**config.mk**
```make
export PLATFORM = sky130hd
export DESIGN_NAME = ex_mod_krr_keyring_flat
export DESIGN_NICKNAME = d
export VERILOG_FILES = /design/src/rtl/ex_mod_krr_keyring_if.sv /design/src/rtl/ex_mod_krr_keyring.sv /design/src/flat_wrapper.sv
export SDC_FILE = /design/constraint.sdc
export NUM_CORES = 1
export LEC_CHECK = 0
export CAP_MARGIN = 0
export CORE_UTILIZATION = 54
export DETAILED_ROUTE_END_ITERATION = 7
export PLACE_DENSITY = 0.8
export SYNTH_ARGS = -nofsm -noshare
export SYNTH_HDL_FRONTEND = slang
export SYNTH_SLANG_ARGS = --single-unit
```
**constraint.sdc**
```tcl
create_clock -name clock -period 5.77 [get_ports clock]
set_clock_uncertainty 0.05 [all_clocks]
set_input_delay 0.577 -clock clock [delete_from_list [all_inputs] [get_ports clock]]
set_output_delay 0.577 -clock clock [all_outputs]
set_load 0.01 [all_outputs]
```
**src/rtl/ex_mod_krr_keyring_if.sv**
```systemverilog
// Issue/result bundle between the EX stage and the keyring unit.
// Handshake: an op is accepted on every rising edge where i_valid=1 and i_hold=0; there is
// no backpressure, and o_valid flags a result registered one accepted edge later.
interface ex_mod_krr_keyring_if #(
  parameter int DATA_W   = 64,
  parameter int NUM_KEYS = 4,
  parameter int SLOT_W   = (NUM_KEYS > 1) ? $clog2(NUM_KEYS) : 1
);
  logic                i_valid;
  logic [1:0]          i_op;
  logic [SLOT_W-1:0]   i_slot;
  logic                i_hold;
  logic [DATA_W-1:0]   i_dlr;
  logic [DATA_W-1:0]   i_dhr;
  logic                o_valid;
  logic [DATA_W+1:0]   o_dlr_e;
  logic [DATA_W+1:0]   o_dhr_e;
  logic [NUM_KEYS-1:0] o_lock;

  modport master (
    output i_valid, i_op, i_slot, i_hold, i_dlr, i_dhr,
    input  o_valid, o_dlr_e, o_dhr_e, o_lock
  );

  modport slave (
    input  i_valid, i_op, i_slot, i_hold, i_dlr, i_dhr,
    output o_valid, o_dlr_e, o_dhr_e, o_lock
  );
endinterface

```
**src/rtl/ex_mod_krr_keyring.sv**
```systemverilog
// Multi-slot keyring encode/decode unit for the EX stage: XOR keys, folded parity check,
// per-slot decode failure counting with lockout. One-cycle registered latency, honours hold.
module ex_mod_krr_keyring #(
  parameter int DATA_W   = 64,
  parameter int PAR_W    = 16,
  parameter int NUM_KEYS = 4,
  parameter int MAX_FAIL = 3,
  parameter int SLOT_W   = (NUM_KEYS > 1) ? $clog2(NUM_KEYS) : 1
) (
  input logic                 clock,
  input logic                 reset,
  ex_mod_krr_keyring_if.slave bus
);
  localparam int         NCHUNK  = DATA_W / PAR_W;
  localparam logic [3:0] MAX_CNT = 4'(MAX_FAIL);

  typedef enum logic [1:0] {
    OP_LDKEY  = 2'b00,
    OP_DEC    = 2'b01,
    OP_ENC    = 2'b10,
    OP_CLRKEY = 2'b11
  } op_e;

  logic [DATA_W-1:0]   key      [NUM_KEYS];
  logic [3:0]          fail_cnt [NUM_KEYS];
  logic [NUM_KEYS-1:0] lock;
  logic                valid_q;
  logic [DATA_W+1:0]   dlr_q;
  logic [DATA_W+1:0]   dhr_q;

  logic [NUM_KEYS-1:0] slot_hit;
  logic [DATA_W-1:0]   sel_key;
  logic [3:0]          sel_cnt;
  logic                sel_lock;
  logic [DATA_W-1:0]   data_x;
  logic [PAR_W-1:0]    par_x;
  logic [PAR_W-1:0]    enc_par;
  logic                key_en;
  logic                dec_ok;
  logic [3:0]          cnt_next;
  op_e                 op;
  logic                unused_dhr_hi;

  function automatic logic [PAR_W-1:0] fold(input logic [DATA_W-1:0] x);
    logic [PAR_W-1:0] f;
    f = '0;
    for (int c = 0; c < NCHUNK; c++) begin
      f = f ^ x[c*PAR_W +: PAR_W];
    end
    return f;
  endfunction

  // Out-of-range slots match no entry, so they read as a zero (disabled), unlocked key.
  always_comb begin
    slot_hit = '0;
    sel_key  = '0;
    sel_cnt  = '0;
    sel_lock = 1'b0;
    for (int s = 0; s < NUM_KEYS; s++) begin
      if (bus.i_slot == SLOT_W'(s)) begin
        slot_hit[s] = 1'b1;
        sel_key     = key[s];
        sel_cnt     = fail_cnt[s];
        sel_lock    = lock[s];
      end
    end
    op       = op_e'(bus.i_op);
    data_x   = bus.i_dlr ^ sel_key;
    par_x    = bus.i_dhr[PAR_W-1:0] ^ sel_key[PAR_W-1:0];
    enc_par  = fold(bus.i_dlr) ^ sel_key[PAR_W-1:0];
    key_en   = |sel_key[3:0];
    dec_ok   = key_en && (fold(data_x) == par_x);
    cnt_next = (sel_cnt < MAX_CNT) ? sel_cnt + 4'd1 : sel_cnt;
  end

  assign unused_dhr_hi = ^bus.i_dhr[DATA_W-1:PAR_W];

  always_ff @(posedge clock or negedge reset) begin
    if (!reset) begin
      for (int s = 0; s < NUM_KEYS; s++) begin
        key[s]      <= '0;
        fail_cnt[s] <= '0;
      end
      lock    <= '0;
      valid_q <= 1'b0;
      dlr_q   <= '0;
      dhr_q   <= '0;
    end else if (!bus.i_hold) begin
      valid_q <= bus.i_valid;
      dlr_q   <= '0;
      dhr_q   <= '0;
      if (bus.i_valid) begin
        unique case (op)
          OP_LDKEY: begin
            dlr_q <= {2'b00, bus.i_dlr};
            for (int s = 0; s < NUM_KEYS; s++) begin
              if (slot_hit[s]) begin
                key[s]      <= bus.i_dlr;
                fail_cnt[s] <= '0;
                lock[s]     <= 1'b0;
              end
            end
          end
          OP_CLRKEY: begin
            for (int s = 0; s < NUM_KEYS; s++) begin
              if (slot_hit[s]) begin
                key[s]      <= '0;
                fail_cnt[s] <= '0;
                lock[s]     <= 1'b0;
              end
            end
          end
          OP_ENC: begin
            if (!sel_lock) begin
              dlr_q <= {2'b00, data_x};
              dhr_q <= (DATA_W+2)'(enc_par);
            end
          end
          OP_DEC: begin
            // A locked slot yields zero and stops counting until reloaded or cleared.
            if (!sel_lock) begin
              if (dec_ok) begin
                dlr_q <= {2'b10, data_x};
              end else begin
                dlr_q <= {2'b00, data_x};
                if (key_en) begin
                  for (int s = 0; s < NUM_KEYS; s++) begin
                    if (slot_hit[s]) begin
                      fail_cnt[s] <= cnt_next;
                      if (cnt_next == MAX_CNT) lock[s] <= 1'b1;
                    end
                  end
                end
              end
            end
          end
          default: begin
          end
        endcase
      end
    end
  end

  assign bus.o_valid = valid_q;
  assign bus.o_dlr_e = dlr_q;
  assign bus.o_dhr_e = dhr_q;
  assign bus.o_lock  = lock;
endmodule

```
**src/flat_wrapper.sv**
```systemverilog
// flat-port wrapper written by rule: the top's interface ports become plain ports
module ex_mod_krr_keyring_flat 
#(
  parameter int DATA_W   = 64,
  parameter int PAR_W    = 16,
  parameter int NUM_KEYS = 4,
  parameter int MAX_FAIL = 3,
  parameter int SLOT_W   = (NUM_KEYS > 1) ? $clog2(NUM_KEYS) : 1
)
  (clock, reset, bus_i_valid, bus_i_op, bus_i_slot, bus_i_hold, bus_i_dlr, bus_i_dhr, bus_o_valid, bus_o_dlr_e, bus_o_dhr_e, bus_o_lock);
  ex_mod_krr_keyring_if #(.DATA_W(DATA_W), .NUM_KEYS(NUM_KEYS), .SLOT_W(SLOT_W)) bus_i ();
  input logic clock;
  input logic reset;
  input wire logic [$bits(bus_i.i_valid)-1:0] bus_i_valid;
  input wire logic [$bits(bus_i.i_op)-1:0] bus_i_op;
  input wire logic [$bits(bus_i.i_slot)-1:0] bus_i_slot;
  input wire logic [$bits(bus_i.i_hold)-1:0] bus_i_hold;
  input wire logic [$bits(bus_i.i_dlr)-1:0] bus_i_dlr;
  input wire logic [$bits(bus_i.i_dhr)-1:0] bus_i_dhr;
  output wire logic [$bits(bus_i.o_valid)-1:0] bus_o_valid;
  output wire logic [$bits(bus_i.o_dlr_e)-1:0] bus_o_dlr_e;
  output wire logic [$bits(bus_i.o_dhr_e)-1:0] bus_o_dhr_e;
  output wire logic [$bits(bus_i.o_lock)-1:0] bus_o_lock;
  assign bus_i.i_valid = bus_i_valid;
  assign bus_i.i_op = bus_i_op;
  assign bus_i.i_slot = bus_i_slot;
  assign bus_i.i_hold = bus_i_hold;
  assign bus_i.i_dlr = bus_i_dlr;
  assign bus_i.i_dhr = bus_i_dhr;
  assign bus_o_valid = bus_i.o_valid;
  assign bus_o_dlr_e = bus_i.o_dlr_e;
  assign bus_o_dhr_e = bus_i.o_dhr_e;
  assign bus_o_lock = bus_i.o_lock;
  ex_mod_krr_keyring #(.DATA_W(DATA_W), .PAR_W(PAR_W), .NUM_KEYS(NUM_KEYS), .MAX_FAIL(MAX_FAIL), .SLOT_W(SLOT_W)) u_core (.clock(clock), .reset(reset), .bus(bus_i));
endmodule
```
## Word-level counts from Yosys, hierarchy flattened

Cells that the tools add are included.

- Input bits: 136
- Word-level logic and storage cells: 133
- Flip-flop bits (word level): 409
- Output and inout port bits: 137

- Muxes and demuxes: 59
- Eq/ne operators: 28
- $lt $le $gt $ge: 1
- Add/sub/neg operators: 1
- Reduce and logical (&&, ||, !) cells: 19
- Bitwise logic cells: 10

Operator list:

| kind | count |
|---|---|
| $mux 64 | 13 |
| $pmux 256 s2 | 1 |
| $mux 66 | 5 |
| $pmux 66 s3 | 1 |
| $xor 16x16->16 | 8 |
| $mux 16 | 4 |
| $mux 4 | 16 |
| $xor 64x64->64 | 1 |
| $ne 2x1->1 const B | 18 |
| $reduce_and 9->1 | 4 |
| $pmux 16 s2 | 1 |
| $reduce_and 8->1 | 4 |
| $reduce_and 5->1 | 4 |
| $mux 1 | 17 |
| $eq 16x16->1 | 1 |
| $eq 2x2->1 const B | 4 |
| $pmux 4 s2 | 1 |
| $add 4x1->4 const B | 1 |
| $eq 2x1->1 const B | 2 |
| $eq 4x2->1 const B | 1 |
| $logic_not 2->1 | 2 |
| $lt 4x2->1 const B | 1 |
| $ne 2x2->1 const B | 2 |
| $reduce_bool 2->1 | 2 |
| 4 further kinds | 4 |

## Logic depth before layout (Yosys ltp)

- Word-level depth: 15
- Mapped depth: 13
- Depth with buffers taken out: 8

## Worst setup path before layout

No wires, ideal clock.

- Path kind: input to register
- Start: in bus_i_slot[0]
- End: reg u_core.fail_cnt[10] in the netlist's numbering
- Arrival time: 3.267 ns
- Data required time: 5.595 ns
- Path buffers: 5
- Path slack: 2.328 ns
- Library setup time: 0.125 ns
- Stages on the path: 11
- Cell sequence: buf_6 buf_6 buf_6 buf_12 buf_6 mux4_1 nor4_1 nand3b_1 nor4_4 nor3_1 mux2_2

- Longest elaborated chain between the ends: 13
- Elaborated cells between the ends (all ways): 39
- Classes of those cells: add/sub: 1; order compare: 1; eq/ne: 9; mux: 19; bitwise: 5; reduce/logical: 4

Ends and longest elaborated chain:

| what | RTL line | RTL |
|---|---|---|
| start: declaration | flat_wrapper.sv:16 | `input wire logic [$bits(bus_i.i_slot)-1:0] bus_i_slot;` |
| $logic_not 2->1 | ex_mod_krr_keyring.sv:60 | `if (bus.i_slot == SLOT_W'(s)) begin` |
| $mux 64 (4 in series) | ex_mod_krr_keyring.sv:60 |  |
| $xor 64x64->64 | ex_mod_krr_keyring.sv:68 | `data_x = bus.i_dlr ^ sel_key;` |
| $xor 16x16->16 (3 in series) | ex_mod_krr_keyring.sv:48 | `f = f ^ x[c*PAR_W +: PAR_W];` |
| $eq 16x16->1 | ex_mod_krr_keyring.sv:72 | `dec_ok = key_en && (fold(data_x) == par_x);` |
| $logic_and 1x1->1 | ex_mod_krr_keyring.sv:72 |  |
| $ne 2x2->1 (no line) | -- |  |
| $reduce_and 8->1 (no line) | -- |  |
| end signal: indexed assignment | ex_mod_krr_keyring.sv:129 | `fail_cnt[s] <= cnt_next;` |
| end: declaration | ex_mod_krr_keyring.sv:25 | `logic [3:0] fail_cnt [NUM_KEYS];` |

Parallel ways exist; a longest one is shown, timed or not. The select of a mux whose other input is x is not followed.
A chain may end at the register's enable or synchronous reset.

## Final worst setup path

- Start: in bus_i_slot[0]
- End: reg u_core.fail_cnt[9] in the netlist's numbering

The elaborated chain is that of the path after synthesis.

==> flow_summary.ini <==
[status]
outcome = completed

[global_routing]
grt_usage_pct = 30.5
antenna_found_initial = 2
met3_usage_pct = 6.74
grt_first_pass_wirelength_mm = 77.9
grt_pass1_vias = 13554
overflow = 0
use_met1_pct = 40.8
grt_busiest_layer = met2
grtUsageMet2_pct = 47.8
grt_max_degree = 149

[critical_path]
cp_max_fo = 38
r2r-start = u_core.key[60]
cp-start-kind = primary input
slowest_delay_ns = 0.70
end_kind = flip-flop
slowest_stage = mux4_1
worstSetupPathType = in -> reg
cp_common_cell = buf_4
startpoint = bus_i_slot[0]
cp_data_required_time_ns = 6.14
critical_path_arrival_ns = 4.30
path_cells = buf_4, buf_4, mux4_1, xor3_1, xnor3_1, nor2_1, nand4_1, nor4_4, nor3_1, mux2_2

[yosys]
synthTopCellsByCount = 393 x o21ai_0, 358 x dfrtp_1, 326 x nand2_1
avgSynthCellArea_um2 = 10.4
synth_area_leaders = dfrtp_1 50%, o21ai_0 11%, nand2_1 6.9%
synth_top_flop_cell = dfrtp_1
synth_edf_count = 0
async_flop_share_pct = 100
synth_seq_area_share_pct = 50.3
yosysWarnings = 0
yosysTopAreaCell = dfrtp_1
synth_top_area_share_pct = 50.3
synth_cell_types = 37
ys_seq_elements = 358
synth_area_um2 = 17800
synth_cells = 1715
yosysMostFrequentCell = o21ai_0

[flow_run]
drv_cap = 0

[routing]
drc = 0
wl_mm = 50.9
viasPerCell = 6.05
dr.pass1.iters = 6
dr_total_vias = 13971
wire_per_inst_um = 22.0
ant_nets = 0
drtIter0Drc = 1438

[floorplanning]
die_h_um = 184
io_pins = 273
num_rows = 66
start_util_pct = 54.8
die-area_um2 = 33700
dieWidth_um = 184
fp.coreArea_um2 = 32500

[power_and_ir_drop]
max-vdd-ir-drop_uv = 203
p_per_area_nw_per_um2 = 362
power.leakage_nw = 9.34

[clock_tree]
cts_buffers = 38
cts.sinks = 358
htreeDepth = 2
cts_root_buf = clkbuf_16
cts-resized-gates = 0
cts_tree = built
clk_pin_slew_ns = 0.06
clock_tree.buffer_depth = 3
clk_latency_ns = 0.53

[timing]
worst_slack_ns = 1.84
fmax_mhz = 254
totalNegativeSetupSlack_ns = 0
slew_violations = 0
hold_violations = 0
rsz0062_at_grt = false
relSlewSlack_pct = 28.3
tightest_slew_ns = 1.07
setup-violations-final = 0
period_minus_slack_ns = 3.93
finalCritPeriodShare_pct = 68.1

[final_layout]
final_util_pct = 64.6
layout.nets = 1980
area_growth_pct = 18.0
final_layout_size_suffix_gt1_share_pct = 8.94
fill_cells = 2428
final_area_um2 = 21000

[place]
dp_hpwl_mm = 34.0
place.gp.congestion = 0.915
place_area_um2 = 19700
place_ws_ns = 1.36
port_buffers = 173

[worst_hold_path]
holdCritPathClass = reg -> reg
hold_start = u_core.bus.o_valid
[placed cells by master, fill, tap and decap left out, types with 3 or more instances in the layout]
cell type and instances:
mux4_1 21, a21oi_1 3, inv_1 6, clkbuf_8 7, o21ai_0 390, dfrtp_1 358, xor2_1 11, mux4_2 48
nand2b_1 65, nor3_1 3, buf_12 4, mux2_2 16, and2_1 4, nand2_1 325, nor2_1 74, xnor3_1 11
a22o_1 81, clkdlybuf4s50_1 169, mux2i_1 4, clkinv_2 7, clkbuf_16 41, nor2b_1 5, conb_1 51, ha_1 3
clkbuf_1 10, o21ai_4 3, xnor2_1 93, xor3_1 3, buf_4 24, bufinv_16 3
[through the flow]
step | instances | total power, mW | hold WS [ns]
6_report | 2311 | 7.61 | 0.428
5_1_grt | 2311 | 7.93 | 0.449
4_1_cts | 2310 | 7.59 | 0.427
3_5_place_dp | 2240 | 5.07 | 0.413
3_3_place_gp | 2240 | 4.97 | 0.403
2_1_floorplan | 1765 | 4.42 | 0.231
[sequential cells by signal, indices dropped and copies added (netlist names)]
name and count:
u_core.bus.o_dhr_e 16, u_core.bus.o_dlr_e 65, u_core.bus.o_lock 4, u_core.bus.o_valid 1, u_core.fail_cnt 16, u_core.key 256
[cell families after synthesis]
| logic type | synth area share (%) |
|---|---|
| AOI/OAI and AO/OA | 15.2 |
| xor gates and xnor gates | 6.90 |
| adders and majority gates | 0.351 |
| buffers and inverters | 5.06 |
| DFF | 50.3 |
| muxes | 10.4 |
| other | 0.0210 |
| and+or+nand+nor | 11.8 |
[power breakdown]
group	switching, mW	internal, mW
clock network	1.00	1.52
registers	0.247	2.97
logic	1.02	0.848
total	2.27	5.34
[worst max-delay path: cells and delay by family]
| kind | cells | cell delay (ns) |
|---|---|---|
| multiplexers | 2 | 1.02 |
| buffers and inverters | 2 | 0.96 |
| XOR/XNOR | 2 | 0.69 |
| AND/OR/NAND/NOR | 4 | 0.99 |
[layer usage]
| layer | vias to the layer above | part of all wire, % |
|---|---|---|
| met5 | - | 0.026 |
| met4 | 2 | 4.6 |
| met3 | 133 | 9.0 |
| met2 | 753 | 47 |
| met1 | 6974 | 40 |
| li1 | 6109 | - |
[path summary, 6_finish.rpt]
kind	depth (start not counted)	slack (ns)	endpoint
min in group asynchronous	2	0.57	u_core.key[137]
max reg2reg	8	2.28	u_core.fail_cnt[9]
max	10	1.84	u_core.fail_cnt[9]
max in group asynchronous	3	3.76	u_core.key[185]
min	2	0.43	u_core.bus.o_valid
min reg2reg	2	0.43	u_core.bus.o_valid
[timing repair]
| action | CTS | global route |
|---|---|---|
| setup endpoints to repair | 0 | 0 |
| hold buffers | 1 | 0 |
| hold endpoints to repair | 6 | 0 |
| buffers inserted | 0 | 0 |
[final cells by class]
cell class	instances	area (µm²)	share of cell area (%)
tap	442	553	2.63
multi-input combinational	1234	8210	39.0
clock inverter	11	133	0.631
timing repair buffer	201	1990	9.45
sequential	358	8960	42.6
antenna	1	2.50	0.0119
clock buffer	58	1160	5.52
inverter	6	22.5	0.107
Note: power is estimated with default switching activity, not from simulation.
